`src/rtl/vram_arbiter.sv`:
```
// Arbitrates one memory controller between the VDP slot port, a level-handshake
// secondary port and periodic refresh, issuing one command at a time.
module vram_arbiter #(
    parameter int REFRESH_INTERVAL = 210,
    parameter int MAX_CREDIT       = 3
) (
    input  logic        clk_w,
    input  logic        reset_n_w,
    input  logic        mc_enabled,
    input  logic        vdp_req,
    input  logic        vdp_we_n,
    input  logic [16:0] vdp_addr,
    input  logic [7:0]  vdp_wdata,
    output logic [15:0] vdp_rdata,
    input  logic        ext_req,
    input  logic        ext_we,
    input  logic [21:0] ext_addr,
    input  logic [15:0] ext_wdata,
    input  logic [1:0]  ext_wdm,
    output logic        ext_ack,
    output logic [15:0] ext_rdata,
    output logic        mc_read,
    output logic        mc_write,
    output logic        mc_refresh,
    output logic [21:0] mc_addr,
    output logic [15:0] mc_din,
    output logic [1:0]  mc_wdm,
    input  logic        mc_busy,
    input  logic [15:0] mc_dout,
    output logic        refresh_overrun
);

    // state     | meaning
    // IDLE      | pick the next requester (VDP > refresh>=2 > ext > refresh==1)
    // ISSUE     | one-cycle command strobe on the mc_* bus
    // WAIT_BUSY | wait for the controller to go busy, give up after 4 cycles
    // WAIT_DONE | wait for busy to drop, then complete the granted access
    typedef enum logic [1:0] {IDLE, ISSUE, WAIT_BUSY, WAIT_DONE} state_t;
    typedef enum logic [1:0] {GNT_VDP, GNT_REF, GNT_EXT} grant_t;

    localparam int CNT_W = (REFRESH_INTERVAL > 1) ? $clog2(REFRESH_INTERVAL) : 1;
    localparam int CRD_W = $clog2(MAX_CREDIT + 1);

    state_t             state_q, state_d;
    grant_t             grant_q, grant_d;
    logic               vdp_pending_q, vdp_pending_d;
    logic               vdp_we_n_q, vdp_we_n_d;
    logic [16:0]        vdp_addr_q, vdp_addr_d;
    logic [7:0]         vdp_wdata_q, vdp_wdata_d;
    logic               op_read_q, op_read_d;
    logic [1:0]         wait_cnt_q, wait_cnt_d;
    logic [CNT_W-1:0]   ref_cnt_q, ref_cnt_d;
    logic [CRD_W-1:0]   credit_q, credit_d;
    logic               overrun_q, overrun_d;
    logic [15:0]        vdp_rdata_q, vdp_rdata_d;
    logic [15:0]        ext_rdata_q, ext_rdata_d;
    logic               ext_ack_q, ext_ack_d;
    logic               mc_read_q, mc_read_d;
    logic               mc_write_q, mc_write_d;
    logic               mc_refresh_q, mc_refresh_d;
    logic [21:0]        mc_addr_q, mc_addr_d;
    logic [15:0]        mc_din_q, mc_din_d;
    logic [1:0]         mc_wdm_q, mc_wdm_d;
    logic               ref_wrap, complete, credit_dec;

    always_comb begin
        state_d       = state_q;
        grant_d       = grant_q;
        vdp_pending_d = vdp_pending_q;
        vdp_we_n_d    = vdp_we_n_q;
        vdp_addr_d    = vdp_addr_q;
        vdp_wdata_d   = vdp_wdata_q;
        op_read_d     = op_read_q;
        wait_cnt_d    = wait_cnt_q;
        credit_d      = credit_q;
        overrun_d     = overrun_q;
        vdp_rdata_d   = vdp_rdata_q;
        ext_rdata_d   = ext_rdata_q;
        ext_ack_d     = 1'b0;
        mc_read_d     = 1'b0;
        mc_write_d    = 1'b0;
        mc_refresh_d  = 1'b0;
        mc_addr_d     = mc_addr_q;
        mc_din_d      = mc_din_q;
        mc_wdm_d      = mc_wdm_q;
        complete      = 1'b0;
        credit_dec    = 1'b0;

        if (vdp_req) begin
            vdp_pending_d = 1'b1;
            vdp_we_n_d    = vdp_we_n;
            vdp_addr_d    = vdp_addr;
            vdp_wdata_d   = vdp_wdata;
        end

        ref_wrap  = (ref_cnt_q == CNT_W'(REFRESH_INTERVAL - 1));
        ref_cnt_d = ref_wrap ? '0 : ref_cnt_q + 1'b1;

        case (state_q)
            IDLE: begin
                // A strobe arriving this cycle counts as pending so it wins a tie with ext_req.
                if (mc_enabled && !mc_busy) begin
                    if (vdp_pending_d) begin
                        grant_d    = GNT_VDP;
                        op_read_d  = vdp_we_n_d;
                        mc_read_d  = vdp_we_n_d;
                        mc_write_d = !vdp_we_n_d;
                        mc_addr_d  = {6'b0, vdp_addr_d[15:0]};
                        mc_din_d   = {vdp_wdata_d, vdp_wdata_d};
                        mc_wdm_d   = vdp_we_n_d ? 2'b00 : {~vdp_addr_d[16], vdp_addr_d[16]};
                        state_d    = ISSUE;
                    end else if (credit_q > CRD_W'(1)) begin
                        grant_d      = GNT_REF;
                        mc_refresh_d = 1'b1;
                        state_d      = ISSUE;
                    end else if (ext_req && !ext_ack_q) begin
                        grant_d    = GNT_EXT;
                        op_read_d  = !ext_we;
                        mc_read_d  = !ext_we;
                        mc_write_d = ext_we;
                        mc_addr_d  = ext_addr;
                        mc_din_d   = ext_wdata;
                        mc_wdm_d   = ext_wdm;
                        state_d    = ISSUE;
                    end else if (credit_q == CRD_W'(1)) begin
                        grant_d      = GNT_REF;
                        mc_refresh_d = 1'b1;
                        state_d      = ISSUE;
                    end
                end
            end
            ISSUE: begin
                wait_cnt_d = 2'd3;
                state_d    = WAIT_BUSY;
            end
            WAIT_BUSY: begin
                if (mc_busy) begin
                    state_d = WAIT_DONE;
                end else if (wait_cnt_q == 2'd0) begin
                    complete = 1'b1;
                end else begin
                    wait_cnt_d = wait_cnt_q - 1'b1;
                end
            end
            WAIT_DONE: begin
                if (!mc_busy) begin
                    complete = 1'b1;
                end
            end
            default: state_d = IDLE;
        endcase

        if (complete) begin
            state_d = IDLE;
            case (grant_q)
                GNT_VDP: begin
                    if (op_read_q) begin
                        vdp_rdata_d = mc_dout;
                    end
                    if (!vdp_req) begin
                        vdp_pending_d = 1'b0;
                    end
                end
                GNT_EXT: begin
                    ext_ack_d = 1'b1;
                    if (op_read_q) begin
                        ext_rdata_d = mc_dout;
                    end
                end
                GNT_REF: credit_dec = 1'b1;
                default: ;
            endcase
        end

        // Simultaneous earn and spend cancel out.
        if (ref_wrap && !credit_dec) begin
            if (credit_q == CRD_W'(MAX_CREDIT)) begin
                overrun_d = 1'b1;
            end else begin
                credit_d = credit_q + 1'b1;
            end
        end else if (!ref_wrap && credit_dec && credit_q != '0) begin
            credit_d = credit_q - 1'b1;
        end
    end

    always_ff @(posedge clk_w or negedge reset_n_w) begin
        if (!reset_n_w) begin
            state_q       <= IDLE;
            grant_q       <= GNT_VDP;
            vdp_pending_q <= 1'b0;
            vdp_we_n_q    <= 1'b1;
            vdp_addr_q    <= '0;
            vdp_wdata_q   <= '0;
            op_read_q     <= 1'b0;
            wait_cnt_q    <= '0;
            ref_cnt_q     <= '0;
            credit_q      <= '0;
            overrun_q     <= 1'b0;
            vdp_rdata_q   <= '0;
            ext_rdata_q   <= '0;
            ext_ack_q     <= 1'b0;
            mc_read_q     <= 1'b0;
            mc_write_q    <= 1'b0;
            mc_refresh_q  <= 1'b0;
            mc_addr_q     <= '0;
            mc_din_q      <= '0;
            mc_wdm_q      <= '0;
        end else begin
            state_q       <= state_d;
            grant_q       <= grant_d;
            vdp_pending_q <= vdp_pending_d;
            vdp_we_n_q    <= vdp_we_n_d;
            vdp_addr_q    <= vdp_addr_d;
            vdp_wdata_q   <= vdp_wdata_d;
            op_read_q     <= op_read_d;
            wait_cnt_q    <= wait_cnt_d;
            ref_cnt_q     <= ref_cnt_d;
            credit_q      <= credit_d;
            overrun_q     <= overrun_d;
            vdp_rdata_q   <= vdp_rdata_d;
            ext_rdata_q   <= ext_rdata_d;
            ext_ack_q     <= ext_ack_d;
            mc_read_q     <= mc_read_d;
            mc_write_q    <= mc_write_d;
            mc_refresh_q  <= mc_refresh_d;
            mc_addr_q     <= mc_addr_d;
            mc_din_q      <= mc_din_d;
            mc_wdm_q      <= mc_wdm_d;
        end
    end

    assign vdp_rdata       = vdp_rdata_q;
    assign ext_rdata       = ext_rdata_q;
    assign ext_ack         = ext_ack_q;
    assign mc_read         = mc_read_q;
    assign mc_write        = mc_write_q;
    assign mc_refresh      = mc_refresh_q;
    assign mc_addr         = mc_addr_q;
    assign mc_din          = mc_din_q;
    assign mc_wdm          = mc_wdm_q;
    assign refresh_overrun = overrun_q;

endmodule

```
`config.mk`:
```
export PLATFORM = sky130hd
export DESIGN_NAME = vram_arbiter
export DESIGN_NICKNAME = d
export VERILOG_FILES = /design/src/rtl/vram_arbiter.sv
export SDC_FILE = /design/constraint.sdc
export NUM_CORES = 1
export LEC_CHECK = 0
export ABC_AREA = 1
export ABC_CLOCK_PERIOD_IN_PS = 2100
export BUFFER_PORTS_ARGS = -buffer_cell sky130_fd_sc_hd__buf_2
export CAP_MARGIN = 20
export CORE_ASPECT_RATIO = 1.25
export CORE_MARGIN = 3
export CORE_UTILIZATION = 45
export DETAILED_ROUTE_END_ITERATION = 8
export PLACE_DENSITY = 0.72
export SLEW_MARGIN = 20
export SYNTH_ARGS = -nofsm -noshare
export SYNTH_HDL_FRONTEND = slang
export SYNTH_SLANG_ARGS = --single-unit
```
`constraint.sdc`:
```
create_clock -name clk_w -period 2.1 [get_ports clk_w]
set_clock_uncertainty 0.15 [all_clocks]
set_input_delay 0 -clock clk_w [delete_from_list [all_inputs] [get_ports clk_w]]
set_output_delay 0 -clock clk_w [all_outputs]
set_load 0.05 [all_outputs]
```
==> results of run 1 <==
[cells in the final DEF (no fill, tap or decap), types with 2 or more instances in the layout]
| cell | synthesis | routed |
|---|---|---|
| nand3b_1 | 2 | 2 |
| buf_4 | 9 | 8 |
| o21ai_2 | 7 | 7 |
| clkinv_2 | 0 | 3 |
| dlygate4sd3_1 | 0 | 107 |
| clkinv_4 | 0 | 2 |
| nor2_4 | 2 | 2 |
| dfrtp_1 | 120 | 120 |
| clkbuf_8 | 0 | 4 |
| bufinv_16 | 0 | 4 |
| inv_1 | 41 | 41 |
| buf_2 | 9 | 164 |
| nor2_2 | 2 | 2 |
| o21ai_1 | 33 | 33 |
| nand2_1 | 274 | 274 |
| clkinvlp_4 | 0 | 2 |
| o21ai_0 | 40 | 40 |
| inv_2 | 5 | 5 |
| clkbuf_16 | 0 | 17 |
| a21oi_1 | 2 | 2 |
| nand2_2 | 5 | 5 |
| nand3_4 | 1 | 2 |
| ha_1 | 11 | 10 |
| nor2_1 | 20 | 20 |
| nand3_1 | 30 | 30 |
[tightest hold or removal path, delay by kind of cell]
kind	cells	cell delay (ps)
buffers and inverters	3	970
[layout make-up]
| type | instances | area, um^2 | share of cell area, % |
|---|---|---|---|
| repair buffers | 280 | 1972 | 24.52 |
| well taps | 161 | 201.4 | 2.505 |
| clock buffers | 21 | 480.5 | 5.974 |
| inverters | 46 | 172.7 | 2.147 |
| flip-flops and latches | 121 | 3029 | 37.66 |
| multi-input cells | 438 | 2019 | 25.11 |
| clock inverters | 11 | 167.7 | 2.085 |
[Yosys cell counts]
cell	n	area (um^2)
a21oi_1	2	10.01
a21oi_2	1	8.760
a22oi_1	1	7.510
a31o_2	1	8.760
a31oi_1	1	6.260
buf_2	9	45.04
buf_4	9	67.56
buf_6	7	78.83
clkbuf_1	2	7.510
dfrtp_1	120	3003
dfstp_2	1	26.28
ha_1	11	137.6
inv_1	41	153.9
inv_2	5	18.77
nand2_1	274	1028
nand2_2	5	31.28
nand3_1	30	150.1
nand3_4	1	17.52
nand3b_1	2	15.01
nor2_1	20	75.07
nor2_2	2	12.51
nor2_4	2	22.52
nor2_8	1	20.02
nor3_1	1	5.000
o21a_1	1	7.510
o21ai_0	40	200.2
o21ai_1	33	165.2
o21ai_2	7	61.31
xor2_1	1	8.760
[timing repair]
action | CTS | global route
endpoints found under the setup margin | 0 | 16
endpoints found under the hold margin | 230 | 0
resized for setup | 0 | 2
hold buffers | 107 | 0
[cells by family (layout without fill, tap and decap cells)]
family	after synthesis	after routing	synth area share [%]
simple gates	338	339	25.51
flops	121	121	56.09
compound gates	87	87	8.805
buf+inv	73	358	6.881
fa+ha+maj	11	11	2.549
xor+xnor	1	1	0.1622
[metrics by stage]
stage / utilization (%) / setup WS (ps)
5_1_grt: 68.91 / 1.038
2_1_floorplan: - / 407.2
3_3_place_gp: 54.01 / 252.4
4_1_cts: 68.74 / 110.3
3_5_place_dp: 54.01 / 137.7
6_report: 68.91 / 189.1
[power groups by stage]
stage | registers [W] | logic [W] | clock network [W]
floorplan | 0.00490 | 0.000996 | 0
global placement | 0.00324 | 0.00347 | 0
detailed placement | 0.00325 | 0.00354 | 0
CTS | 0.00323 | 0.00371 | 0.00316
global route | 0.00331 | 0.00403 | 0.00331
finish | 0.00326 | 0.00375 | 0.00313
[registers in the layout (all words and copies together) (netlist names), 8 cells and up]
signal,flops
mc_addr,22
vdp_addr_q,17
ext_rdata,16
mc_din,16
vdp_rdata,16
ref_cnt_q,8
vdp_wdata_q,8
[layer usage]
layer  vias up  wire (um)  global-route usage [%]
li1       2524          -                       -
met1      2439       6230                   28.84
met2       214       7516                   39.27
met3        32       1127                   6.924
met4         0        287                   7.746
met5         -          0                       0
[worst max-delay path by stage]
| stage | cells past startpoint | to | startpoint | slack (ps) |
|---|---|---|---|---|
| floorplan | 10 | vdp_rdata[10] | state_q[0] | 410 |
| global placement | 9 | vdp_rdata[6] | state_q[0] | 250 |
| detailed placement | 9 | vdp_rdata[0] | state_q[0] | 140 |
| CTS | 9 | vdp_rdata[0] | state_q[0] | 110 |
| global route | 8 | mc_addr[5] | state_q[0] | 1 |
| finish | 8 | mc_addr[2] | state_q[0] | 190 |
==> impl_metrics.csv, run 1 <==
group,metric,value,unit
floorplanning,core_area,0.01167,mm^2
run,drv_cap,0,
global_routing,grt_pass1_wl,25.14,mm
timing,rsz0062_at_grt,"false",
routing,drt_iter0_markers,322,
setup_path,rrSetupSlack,190,ps
timing,fin_tns_setup,0,ps
global_routing,track_usage,23.24,%
timing,maxSlewViolCount,0,
synth,syn_area_per_cell,8.558,um^2
setup_path,critPathMaxFanout,45,
timing,slew_headroom,43.09,%
timing,max_freq,523.3,MHz
setup_path,arrival,2020,ps
place,placedCellCount,938,
cts,cts_tree,"done",
synth,seq_area_frac_synth,56.09,%
timing,hold_slack,28.99,ps
timing,finalHoldViolations,0,
cts,cts_made_buffers,17,
cts,clkTransAtPathRegs,50,ps
timing,tightest_slew,850.9,ps
status,status,"finished clean",
cells_and_area,filler_cell_count,909,
setup_path,reg2reg_from,"state_q[0]",
cts,cts_root_buf,"clkbuf_16",
cts,clock_sinks,121,
routing,avgViaCountPerCell,4.832,
global_routing,grt.overflow.total,0,
synth,syn_area,0.005400,mm^2
cts,cts_max_level,4,
floorplanning,die_h,128.5,um
setup_path,path_delay_family,"buffers and inverters",
routing,wl_per_cell,14.06,um
setup_path,r2r_cells,8,
cts,clk_latency,410,ps
setup_path,critPathMaxStageDelay,430,ps
cells_and_area,fin_nets,1004,
floorplanning,die-area,0.01336,mm^2
place,port-buffer-count,165,
cells_and_area,final_area,0.008043,mm^2
timing,layout_min_cycle_time,1911,ps
cells_and_area,areaGrowthSynthToFinish,48.93,%
floorplanning,start_util,46.27,%
setup_path,worstPathBufferInverterCount,3,
pwr,p_comb_share,37.0,%
pwr,pwr-share-seq,32.1,%
place,globalplace.congestion,0.8515,
pwr,p_leak,4.328,nW
pwr,clockPowerShare,30.9,%
setup_path,critPathKind,"reg -> reg",
routing,drc,0,
pwr,p_sw,0.004162,W
setup_path,regToRegEndpoint,"mc_addr[2]",
floorplanning,num_rows,44,
cells_and_area,diodes,0,
place,dp_hpwl,9.143,mm
routing,first_pass_iters,6,
pwr,irDropWorstVdd,847.5,uV
pwr,p_int,0.005982,W
timing,finalSetupViolations,0,
floorplanning,die_w,104.0,um
pwr,power.total,0.01014,W
global_routing,grt_pass1_vias,5143,
global_routing,antenna_found_initial,0,
timing,post-route-period-util,90.99,%
worst_hold_path,hold_class,"in -> async",
routing,drt_wl_total,15.16,mm
routing,ant_nets,0,
setup_path,start_kind,"flip-flop",
synth,yosys_warnings,0,
synth,syn-num-nets,731,
setup_path,end_kind,"flip-flop",
pwr,switching_share,41.03,%
setup_path,cpMostUsedCell,"inv_1",
cells_and_area,final_cell_count_no_fill,1078,
setup_path,path_cells,"inv_1 -> ha_1 -> inv_1 -> nor2_2 -> nand2_2 -> buf_4 -> nand2_1 -> o21ai_0",
pwr,powerDensity,1261,mW/mm^2
setup_path,worstPathRequired,2210,ps
floorplanning,io_pins,166,
cts,post-cts-setup-buffers,0,
synth,netlist_instances,631,
synth,ys_ff_latch,121,
cells_and_area,drive_above_1_share,25.41,%
cts,clk_path_buf_depth,2,
place,placed_cell_area,0.006304,mm^2
routing,vias,5209,
setup_path,slowest_stage,"dfrtp_1",
synth,synth_cell_types,29,
global_routing,grt_max_degree,64,
(Power assumes the default switching activity.)
==> run 2, diff against run 1 <==
Settings changed: ABC_CLOCK_PERIOD_IN_PS 2100 to 1700, CELL_PAD_IN_SITES_DETAIL_PLACEMENT set to 0, CELL_PAD_IN_SITES_GLOBAL_PLACEMENT set to 1, CORE_UTILIZATION 45 to 34, PLACE_DENSITY 0.72 to 0.77.
Clock period 2.1 ns to 1.7 ns, I/O delays scaled along.
==> impl_metrics.csv, run 2 (synthesized netlist as in run 1, its figures left out) <==
group,metric,value,unit
cts,cts_tree,"done",
place,port-buffer-count,165,
setup_path,arrival,1800,ps
setup_path,critPathMaxFanout,8,
place,globalplace.congestion,0.8165,
floorplanning,die_w,118.7,um
setup_path,critPathKind,"reg -> reg",
run,drv_cap,0,
worst_hold_path,hold_class,"in -> reg",
global_routing,grtUsageMet2,29.27,%
global_routing,grt.overflow.total,0,
timing,rsz0062_at_grt,"true",
global_routing,track_usage,17.40,%
floorplanning,die-area,0.01744,mm^2
global_routing,busiest_layer,"met2",
cts,clk_path_buf_depth,2,
timing,post-route-period-util,97.72,%
cells_and_area,diodes,0,
cts,clk_latency,400,ps
global_routing,use_met3,4.852,%
timing,slew_headroom,74.84,%
cells_and_area,final_area,0.008464,mm^2
place,placedCellCount,998,
floorplanning,num_rows,50,
floorplanning,start_util,35.38,%
setup_path,cpMostUsedCell,"nand2_2",
setup_path,rrSetupSlack,40,ps
place,placed_cell_area,0.006535,mm^2
routing,drc,0,
cells_and_area,final_cell_count_no_fill,1141,
routing,ant_nets,0,
routing,wl_per_cell,13.90,um
cells_and_area,filler_cell_count,1414,
timing,fin_ws,38.77,ps
global_routing,grt_pass1_vias,5185,
floorplanning,core_area,0.01526,mm^2
cts,clock_sinks,121,
routing,avgViaCountPerCell,4.465,
cells_and_area,final_cell_mix,"256 x nand2_1, 163 x buf_2, 120 x dfrtp_1, 100 x dlygate4sd3_1, 38 x inv_1",
timing,max_freq,602.0,MHz
pwr,p_leak,4.507,nW
cts,cts_max_level,4,
setup_path,start_kind,"flip-flop",
setup_path,path_cells,"buf_6 -> ha_4 -> nand2_2 -> nand2_2 -> nand2_4 -> nor2_4 -> nand2_4 -> clkbuf_16 -> nand2_2 -> o21ai_1",
setup_path,critPathMaxStageDelay,370,ps
timing,hold_slack,-38.97,ps
cells_and_area,fin_nets,1021,
routing,vias,5094,
cells_and_area,drive_above_1_share,30.44,%
floorplanning,io_pins,166,
cells_and_area,final_common_cell,"nand2_1",
place,dp_hpwl,9.760,mm
cts,cts_root_buf,"clkbuf_16",
pwr,powerDensity,1453,mW/mm^2
pwr,irDropWorstVdd,868.9,uV
global_routing,met1_usage,20.82,%
global_routing,antenna_found_initial,0,
routing,drt_wl_total,15.86,mm
cts,cts_made_buffers,17,
timing,finalHoldViolations,3,
floorplanning,die_h,146.9,um
global_routing,grt_max_degree,44,
place,dpl_worst_slack,-17.25,ps
timing,tightest_slew,377.4,ps
cts,clkTransAtPathRegs,50,ps
routing,drt_iter0_markers,227,
setup_path,slowest_stage,"dfrtp_1",
setup_path,end_kind,"flip-flop",
routing,first_pass_iters,6,
cells_and_area,largest_reg_flops,22,
status,violations,"negative hold slack",
setup_path,worstPathRequired,1840,ps
global_routing,grt_pass1_wl,24.65,mm
status,status,"finished with violations",
cells_and_area,areaGrowthSynthToFinish,56.74,%
timing,layout_min_cycle_time,1661,ps
timing,finalSetupViolations,0,
timing,maxSlewViolCount,0,
==> run 2: changes by cell type in the layout (fill, tap and decap cells not counted), moves of 6 or more <==
cell	delta
buf_12	+6
buf_4	+9
clkbuf_16	+6
dlygate4sd3_1	-7
nand2_1	-18
nand2_2	+12
o21ai_2	+6
==> run 2: cell type report <==
class | count | area [um^2] | area share [%]
multi-input cells | 437 | 2157 | 25.48
inverters | 46 | 180.2 | 2.129
well taps | 208 | 260.3 | 3.075
clock inverters | 7 | 68.82 | 0.8130
repair buffers | 298 | 2287 | 27.02
flip-flops and latches | 121 | 3029 | 35.79
clock buffers | 24 | 481.7 | 5.691
==> run 2: metal layers <==
metal,share of wire [%],vias up
li1,-,2557
met1,42,2329
met2,49,165
met3,5.5,43
met4,3.3,0
met5,0,-
==> run 2: report_power, final <==
group | switching [W] | total, W | internal, W
Clock | 0.00124 | 0.00335 | 0.00211
Sequential | 0.000381 | 0.00398 | 0.00360
Combinational | 0.00354 | 0.00496 | 0.00142
Total | 0.00516 | 0.0123 | 0.00713
==> run 2: through the flow <==
stage               power (W)  hold WS [ps]  setup TNS, ps  utilization (%)
finish                0.01230        -38.97              0            55.45
global route          0.01296         8.925          -1159            55.45
CTS                   0.01214         2.400        -0.5067            52.97
detailed placement   0.008527        -201.0         -32.23            42.81
global placement     0.008503        -199.5              0            42.81
floorplan            0.007289        -445.6              0                -
==> run 2: what timing repair did <==
item                                   4_1_cts  5_1_grt
hold buffers                                99        1
setup endpoints to repair                    8       79
cloned                                       0        8
endpoints found under the hold margin      229        1
resized for setup                            3       52
pin swaps                                    0        8
setup buffers                                0        4
==> run 2: final timing paths <==
kind                                from             to  cells after the start
min in group asynchronous      reset_n_w      mc_din[6]                      3
max in group asynchronous      reset_n_w    mc_addr[12]                      4
max reg2reg                   state_q[1]  ext_rdata[13]                     10
min                              vdp_req    mc_addr[18]                      4
min reg2reg                vdp_addr_q[9]  vdp_addr_q[9]                      2
max                           state_q[1]  ext_rdata[13]                     10
==> run 2: critical path, delay by kind of cell (launching register included) <==
kind,cells,cell delay [ps]
simple gates,6,510
compound gates,1,60
buf+inv,2,320
fa+ha+maj,1,130
flops,1,370
